[config.mk]
export PLATFORM = sky130hd
export DESIGN_NAME = fifo_reader
export DESIGN_NICKNAME = d
export VERILOG_FILES = /design/src/rtl/fifo_reader.sv
export SDC_FILE = /design/constraint.sdc
export NUM_CORES = 1
export LEC_CHECK = 0
export CORE_MARGIN = 2
export CORE_UTILIZATION = 50
export CTS_BUF_LIST = sky130_fd_sc_hd__clkbuf_2 sky130_fd_sc_hd__clkbuf_4 sky130_fd_sc_hd__clkbuf_8
export DETAILED_ROUTE_END_ITERATION = 10
export DONT_BUFFER_PORTS = 1
export HOLD_SLACK_MARGIN = 0.06
export SYNTH_ARGS = -nofsm -noshare
export SYNTH_HDL_FRONTEND = slang
export SYNTH_SLANG_ARGS = --single-unit
[constraint.sdc]
create_clock -name clk -period 2.2 [get_ports clk]
set_input_delay 0.55 -clock clk [delete_from_list [all_inputs] [get_ports clk]]
set_output_delay 0.55 -clock clk [all_outputs]
set_load 0.01 [all_outputs]
[src/rtl/fifo_reader.sv]
// Pulls words from an upstream FIFO into a 3-entry skid buffer and presents them as a valid/ready stream.
// Optional delivered-word counter enabled by defining FIFO_READER_CNT_EN.
module fifo_reader #(
    parameter int unsigned DATA_WIDTH = 8
) (
    input  logic                  clk,
    input  logic                  reset,
    input  logic                  EMP,
    output logic                  read_req,
    input  logic [DATA_WIDTH-1:0] read_data,
    input  logic                  flush,
    output logic                  out_valid,
    output logic [DATA_WIDTH-1:0] out_data,
    input  logic                  out_ready,
    output logic                  busy,
    output logic [15:0]           word_count
);

    localparam int unsigned DEPTH = 3;
    localparam int unsigned PTR_W = 2;
    localparam int unsigned CNT_W = 16;

    logic [DATA_WIDTH-1:0] mem [DEPTH];
    logic [PTR_W-1:0]      wr_ptr;
    logic [PTR_W-1:0]      rd_ptr;
    logic [PTR_W-1:0]      occ;
    logic                  pend;
    logic                  push;
    logic                  pop;

    function automatic logic [PTR_W-1:0] ptr_inc(input logic [PTR_W-1:0] p);
        return (p == PTR_W'(DEPTH - 1)) ? '0 : p + PTR_W'(1);
    endfunction

    // Request only while the buffer plus the word in flight leaves a free slot.
    assign read_req  = !reset && !EMP && !flush &&
                       ((3'({1'b0, occ}) + 3'({2'b00, pend})) < 3'(DEPTH));
    assign push      = pend && !flush;
    assign pop       = out_valid && out_ready && !flush;
    assign out_valid = (occ != '0);
    assign out_data  = mem[rd_ptr];
    assign busy      = (occ != '0) || pend;

    always_ff @(posedge clk or posedge reset) begin
        if (reset) begin
            wr_ptr <= '0;
            rd_ptr <= '0;
            occ    <= '0;
            pend   <= 1'b0;
            for (int i = 0; i < DEPTH; i++) begin
                mem[i] <= '0;
            end
        end else if (flush) begin
            wr_ptr <= '0;
            rd_ptr <= '0;
            occ    <= '0;
            pend   <= 1'b0;
        end else begin
            pend <= read_req;
            if (push) begin
                mem[wr_ptr] <= read_data;
                wr_ptr      <= ptr_inc(wr_ptr);
            end
            if (pop) begin
                rd_ptr <= ptr_inc(rd_ptr);
            end
            case ({push, pop})
                2'b10:   occ <= occ + PTR_W'(1);
                2'b01:   occ <= occ - PTR_W'(1);
                default: occ <= occ;
            endcase
        end
    end

`ifdef FIFO_READER_CNT_EN
    logic [CNT_W-1:0] cnt;

    // Counts accepted output words; wraps naturally at 2^16.
    always_ff @(posedge clk or posedge reset) begin
        if (reset) begin
            cnt <= '0;
        end else if (flush) begin
            cnt <= '0;
        end else if (pop) begin
            cnt <= cnt + CNT_W'(1);
        end
    end

    assign word_count = cnt;
`else
    assign word_count = '0;
`endif

    a_no_overflow: assert property (@(posedge clk) disable iff (reset)
        !(push && (occ == PTR_W'(DEPTH))));

    a_no_req_when_empty: assert property (@(posedge clk) disable iff (reset)
        !(read_req && EMP));

endmodule

After elaboration in Yosys (flattened, before gate mapping)
Index checks and enable logic that the tools add are counted.
W data, S select, Z words.
{"block": "op_classes", "addsub": 5, "multipliers": 0, "div": 0, "magnitude_cmp": 4, "n_eq_ne": 4, "shift": 0, "mux": 15, "n_bitwise": 3, "reduce_logical": 16}
{"cell": "$bwmux W24", "n": 1}
{"cell": "$mux W8", "n": 3}
{"cell": "$bmux W8 S2", "n": 1}
{"cell": "$demux W8 S2", "n": 1}
{"cell": "$mux W2", "n": 7}
{"cell": "$logic_and A1 B1 Y1", "n": 7}
{"cell": "$add A2 B1 Y2 const B", "n": 3}
{"cell": "$eq A2 B2 Y1 const B", "n": 3}
{"cell": "$ge A3 B3 Y1 const B", "n": 2}
{"cell": "$not A2 Y3", "n": 2}
{"cell": "$reduce_bool A2 Y1", "n": 3}
{"cell": "$pmux W2 S2", "n": 1}
{"cell": "$add A2 B1 Y3", "n": 1}
{"cell": "$logic_not A1 Y1", "n": 3}
{"cell": "$lt A3 B1 Y1 const B", "n": 1}
{"cell": "$lt A3 B2 Y1 const B", "n": 1}
{"cell": "$reduce_bool A3 Y1", "n": 1}
{"cell": "$eq A2 B1 Y1 const B", "n": 1}
{"cell": "$reduce_and A2 Y1", "n": 1}
{"cell": "$sub A2 B1 Y2 const B", "n": 1}
{"cell": "$logic_or A1 B1 Y1", "n": 1}
{"cell": "$mux W1", "n": 1}
{"cell": "$not A1 Y1", "n": 1}
{"block": "totals", "regBits": 31, "latchBits": 0, "mem_bits_rw": 0, "mem_bits_ro": 0, "wordCells": 54, "mem_count": 0}

Logic depth before layout (Yosys ltp)
{"block": "depth", "ltp_word": 6, "depth_mapped": 4, "depth_no_buf": 4}

Worst setup path before layout
No wires, ideal clock.
{"block": "synth_timing", "path_kind": "in2out", "start": "input port flush", "end": "output port read_req", "arrival_ns": 1.494, "required_time_ns": 1.650, "slack_ns": 0.156, "stages": 3, "cell_sequence": "buf_2 > or4_1 > a21oi_1"}
{"block": "synth_between", "elab_chain_len": 3}
{"item": "from (decl)", "line": "11", "text": "input logic flush,"}
{"item": "$logic_not A1 Y1", "line": "36", "text": "assign read_req = !reset && !EMP && !flush &&"}
{"item": "$logic_and A1 B1 Y1 (2 in series)", "line": "36"}
{"item": "to (decl)", "line": "9", "text": "output logic read_req,"}
No other way between the ends.

Worst setup path in the final report
{"block": "layout_timing", "start": "register occ[0]", "end": "output port read_req"}
{"block": "layout_between", "elab_chain_len": 3}
{"item": "from (decl)", "line": "26", "text": "logic [PTR_W-1:0] occ;"}
{"item": "from (signal assigned)", "line": "68", "text": "2'b10: occ <= occ + PTR_W'(1);"}
{"item": "from (signal assigned)", "line": "69", "text": "2'b01: occ <= occ - PTR_W'(1);"}
{"item": "$add A2 B1 Y3", "line": "37", "text": "((3'({1'b0, occ}) + 3'({2'b00, pend})) < 3'(DEPTH));"}
{"item": "$lt A3 B2 Y1", "line": "37"}
{"item": "$logic_and A1 B1 Y1", "line": "36"}
No other way between the ends.

==> summary.txt <==
Finish
  – FF+latch area: approximately 780 um^2
  – Diode count: 0
  – Nets: 163
  – Filler instances: about 270
  – Util after Layout: 0.577
  – Multi-input logic area: 768 um^2
  – Synth-to-Final Area Change: 9.24%
  – Non-filler cells, final: between 150 and 200
  – Share of cells above drive strength 1: 0.356

STA
  – Final max-slew violation count: 0
  – Setup WS post-layout: -12.7 ps
  – Worst-Margin Slew: ~520 ps
  – Endpoints failing setup: 1
  – RSZ-0062 raised after global routing: true
  – Layout Skew: approximately 5.1 ps
  – Fmax: between 0.4 and 0.5 GHz
  – Max-slew headroom: 0.653
  – Post-route clock period utilization: 1.01
  – Setup TNS: -12.7 ps
  – Fin. Hold Viols: 0
  – Post-route minimum period: between 2000 and 2500 ps

Yosys
  – Cell count after synthesis: 138
  – Avg Cell Area, Syn: between 10 and 15 um^2
  – Synthesized cell area: ~1600 um^2
  – Main synth FF type: dfrtp_1
  – Async S/R FF share, synth: 1.00
  – Yosys reg bits: 31
  – Post-synth EDFFs: 0
  – Ys Warns: 0
  – Synth unique cells: 32
  – Seq/Total Area, Yosys: 0.481

Run status
  – Status: finished with violations
  – Failing checks: negative setup slack

Detailed routing
  – DR vias/cell: about 5.2
  – Initial DRC Count: between 40 and 50
  – Drt drc: 0
  – Final wirelength: ~2800 um
  – Antenna viol nets, final: 0
  – WL per Instance: 14.3 um
  – Drt first pass iters: 4
  – Vias: 995

GRT
  – Gr ovfl total: 0
  – GRT Util Overall: 0.168
  – Largest net degree at the start of global routing: 32
  – Initial antenna violation count: 0
  – First-pass GRT wire length: roughly 4400 um
  – Vias in the first global route: approximately 950

Placed design
  – Post-Place Cells: 185
  – Port Buffer Count: 0
  – GPL Wtd Cong: 0.717
  – Dpl hpwl: 1980 um

Die
  – Core Area: between 3000 and 4000 um^2
  – Initial Util: 0.528
  – Die Wd: around 60 um
  – Num ports: 40
  – Die H: slightly above 60 um
  – Rows: 20
  – Die ar.: between 3000 and 4000 um^2

Critical path
  – Worst reg2reg path depth: 3
  – Critical Path AT: roughly 1700 ps
  – Slowest CP cell: or4_4
  – Top cell family by delay on the critical path: simple AND/OR/NAND/NOR gates
  – Worst path max stage delay: between 400 and 500 ps
  – Critical path endpoint category: primary output
  – Crit path buf inv count: 0
  – R2r endpoint: mem[10]
  – R2r startpoint: wr_ptr[0]
  – Startpoint types: flip-flop
  – Setup crit start: occ[0]
  – CP Max Fanout: 2
  – Critical path cell sequence: ha_2, ha_4, or4_4, a21oi_4
  – R2R Setup Slk: 620 ps
  – Worst path required time: 1650 ps
  – Critical path class: reg -> out

Clock tree
  – CTS H-tree depth: 2
  – Worst-path clk slew: 90 ps
  – Sinks on the clock net: 31
  – Worst-Skew Late Latency: about 330 ps
  – Clock tree buffer depth: 2
  – CTS tree: built
  – Root Buffer: clkbuf_4
  – Num CTS Buffers: 5

Power
  – P per Cell Area: 753 nW/um^2
  – LEAKAGE: 0.764 nW
  – Maximum VDD drop: 0.546 mV

Hold path
  – Worst min-delay path category: in -> async

Flow run
  – Max-Cap Viols: 0
==> power by group <==
part           internal (mW)  switching (mW)
registers              0.639          0.0360
clock network          0.268           0.194
logic                 0.0869           0.102
total                  0.995           0.331
==> worst register-to-register path: stages (launching register included) <==
cell and delay, ps:
dfrtp_1 490, nand2_1 150, nor3_4 430, mux2_2 400
==> metal layers <==
metal	track usage	wire (um)	vias to the layer above
met2	0.261	1280	33
met4	0.0621	31	0
met3	0.0704	169	2
met5	0	0	-
li1	-	-	473
met1	0.211	1280	487
==> worst max path at each step <==
stage | to | slack [ps] | depth (start not counted)
3_5_place_dp | read_req | 250 | 4
2_1_floorplan | read_req | 160 | 3
5_1_grt | read_req | -80 | 4
6_report | read_req | -10 | 4
4_1_cts | read_req | -20 | 4
3_3_place_gp | read_req | 280 | 4
==> sequential cells by signal (all words and copies together), names as in the netlist <==
name / count
rd_ptr: 2
occ: 2
mem: 24
wr_ptr: 2
pend: 1
==> cells by family after synthesis <==
group                    count (synthesis)  share of synthesized area
other                                    1                    0.00233
AND/OR/NAND/NOR                         28                      0.116
adder cells (fa/ha/maj)                  2                     0.0155
flip-flops                              31                      0.481
multiplexers                            33                      0.224
buffers and inverters                   24                     0.0955
AO/OA/AOI/OAI                           19                     0.0644
==> synth_stat cells, types with 2 or more instances <==
library cell / instances / area (um^2)
buf_4: 16 / 120
dfrtp_1: 31 / 776
mux2i_1: 8 / 80.1
ha_1: 2 / 25.0
inv_1: 3 / 11.3
nand2_1: 12 / 45.0
mux2_2: 25 / 282
nor2_1: 2 / 7.51
o21ai_0: 9 / 45.0
buf_2: 2 / 10.0
a21oi_1: 7 / 35.0
==> repair_timing <==
| item | 4_1_cts | 5_1_grt |
|---|---|---|
| gates resized for setup | 5 | 2 |
| setup endpoints to repair | 1 | 2 |
| hold buffers | 0 | 0 |
| buffers inserted | 0 | 0 |
==> placed cells by master, fill, tap and decap left out, drive strengths merged <==
cell / count
dfrtp: 31
mux2: 25
conb: 16
nand2: 12
o21ai: 9
mux2i: 8
buf: 8
a21oi: 7
clkbuf: 6
inv: 4
nor2: 2
nor3: 2
or3: 2
ha: 2
a2111oi: 1
or3b: 1
nor4b: 1
nor4: 1
nand3b: 1
nand2b: 1
nand3: 1
a21o: 1
nor2b: 1
or4: 1
or2: 1
o22ai: 1
nor3b: 1
bufinv: 1
clkinv: 1
==> final cells by class <==
type	count	area share
Sequential cell	31	0.441
Multi-Input combinational cell	98	0.436
Timing Repair Buffer	8	0.0341
Tap cell	44	0.0313
Clock buffer	6	0.0291
Clock inverter	2	0.0199
Inverter	4	0.00853
==> per-stage QoR <==
| stage | worst slack (ps) | area, um^2 | hold slack, ps | power [mW] |
|---|---|---|---|---|
| after floorplan | 156 | 1670 | 480 | 0.860 |
| after global placement | 282 | 1640 | 489 | 0.865 |
| after detailed placement | 246 | 1640 | 495 | 0.874 |
| after CTS | -21.9 | 1750 | 172 | 1.34 |
| after global routing | -82.9 | 1760 | 179 | 1.40 |
| final | -12.7 | 1760 | 173 | 1.33 |
Power figures use the tool's default switching activity.
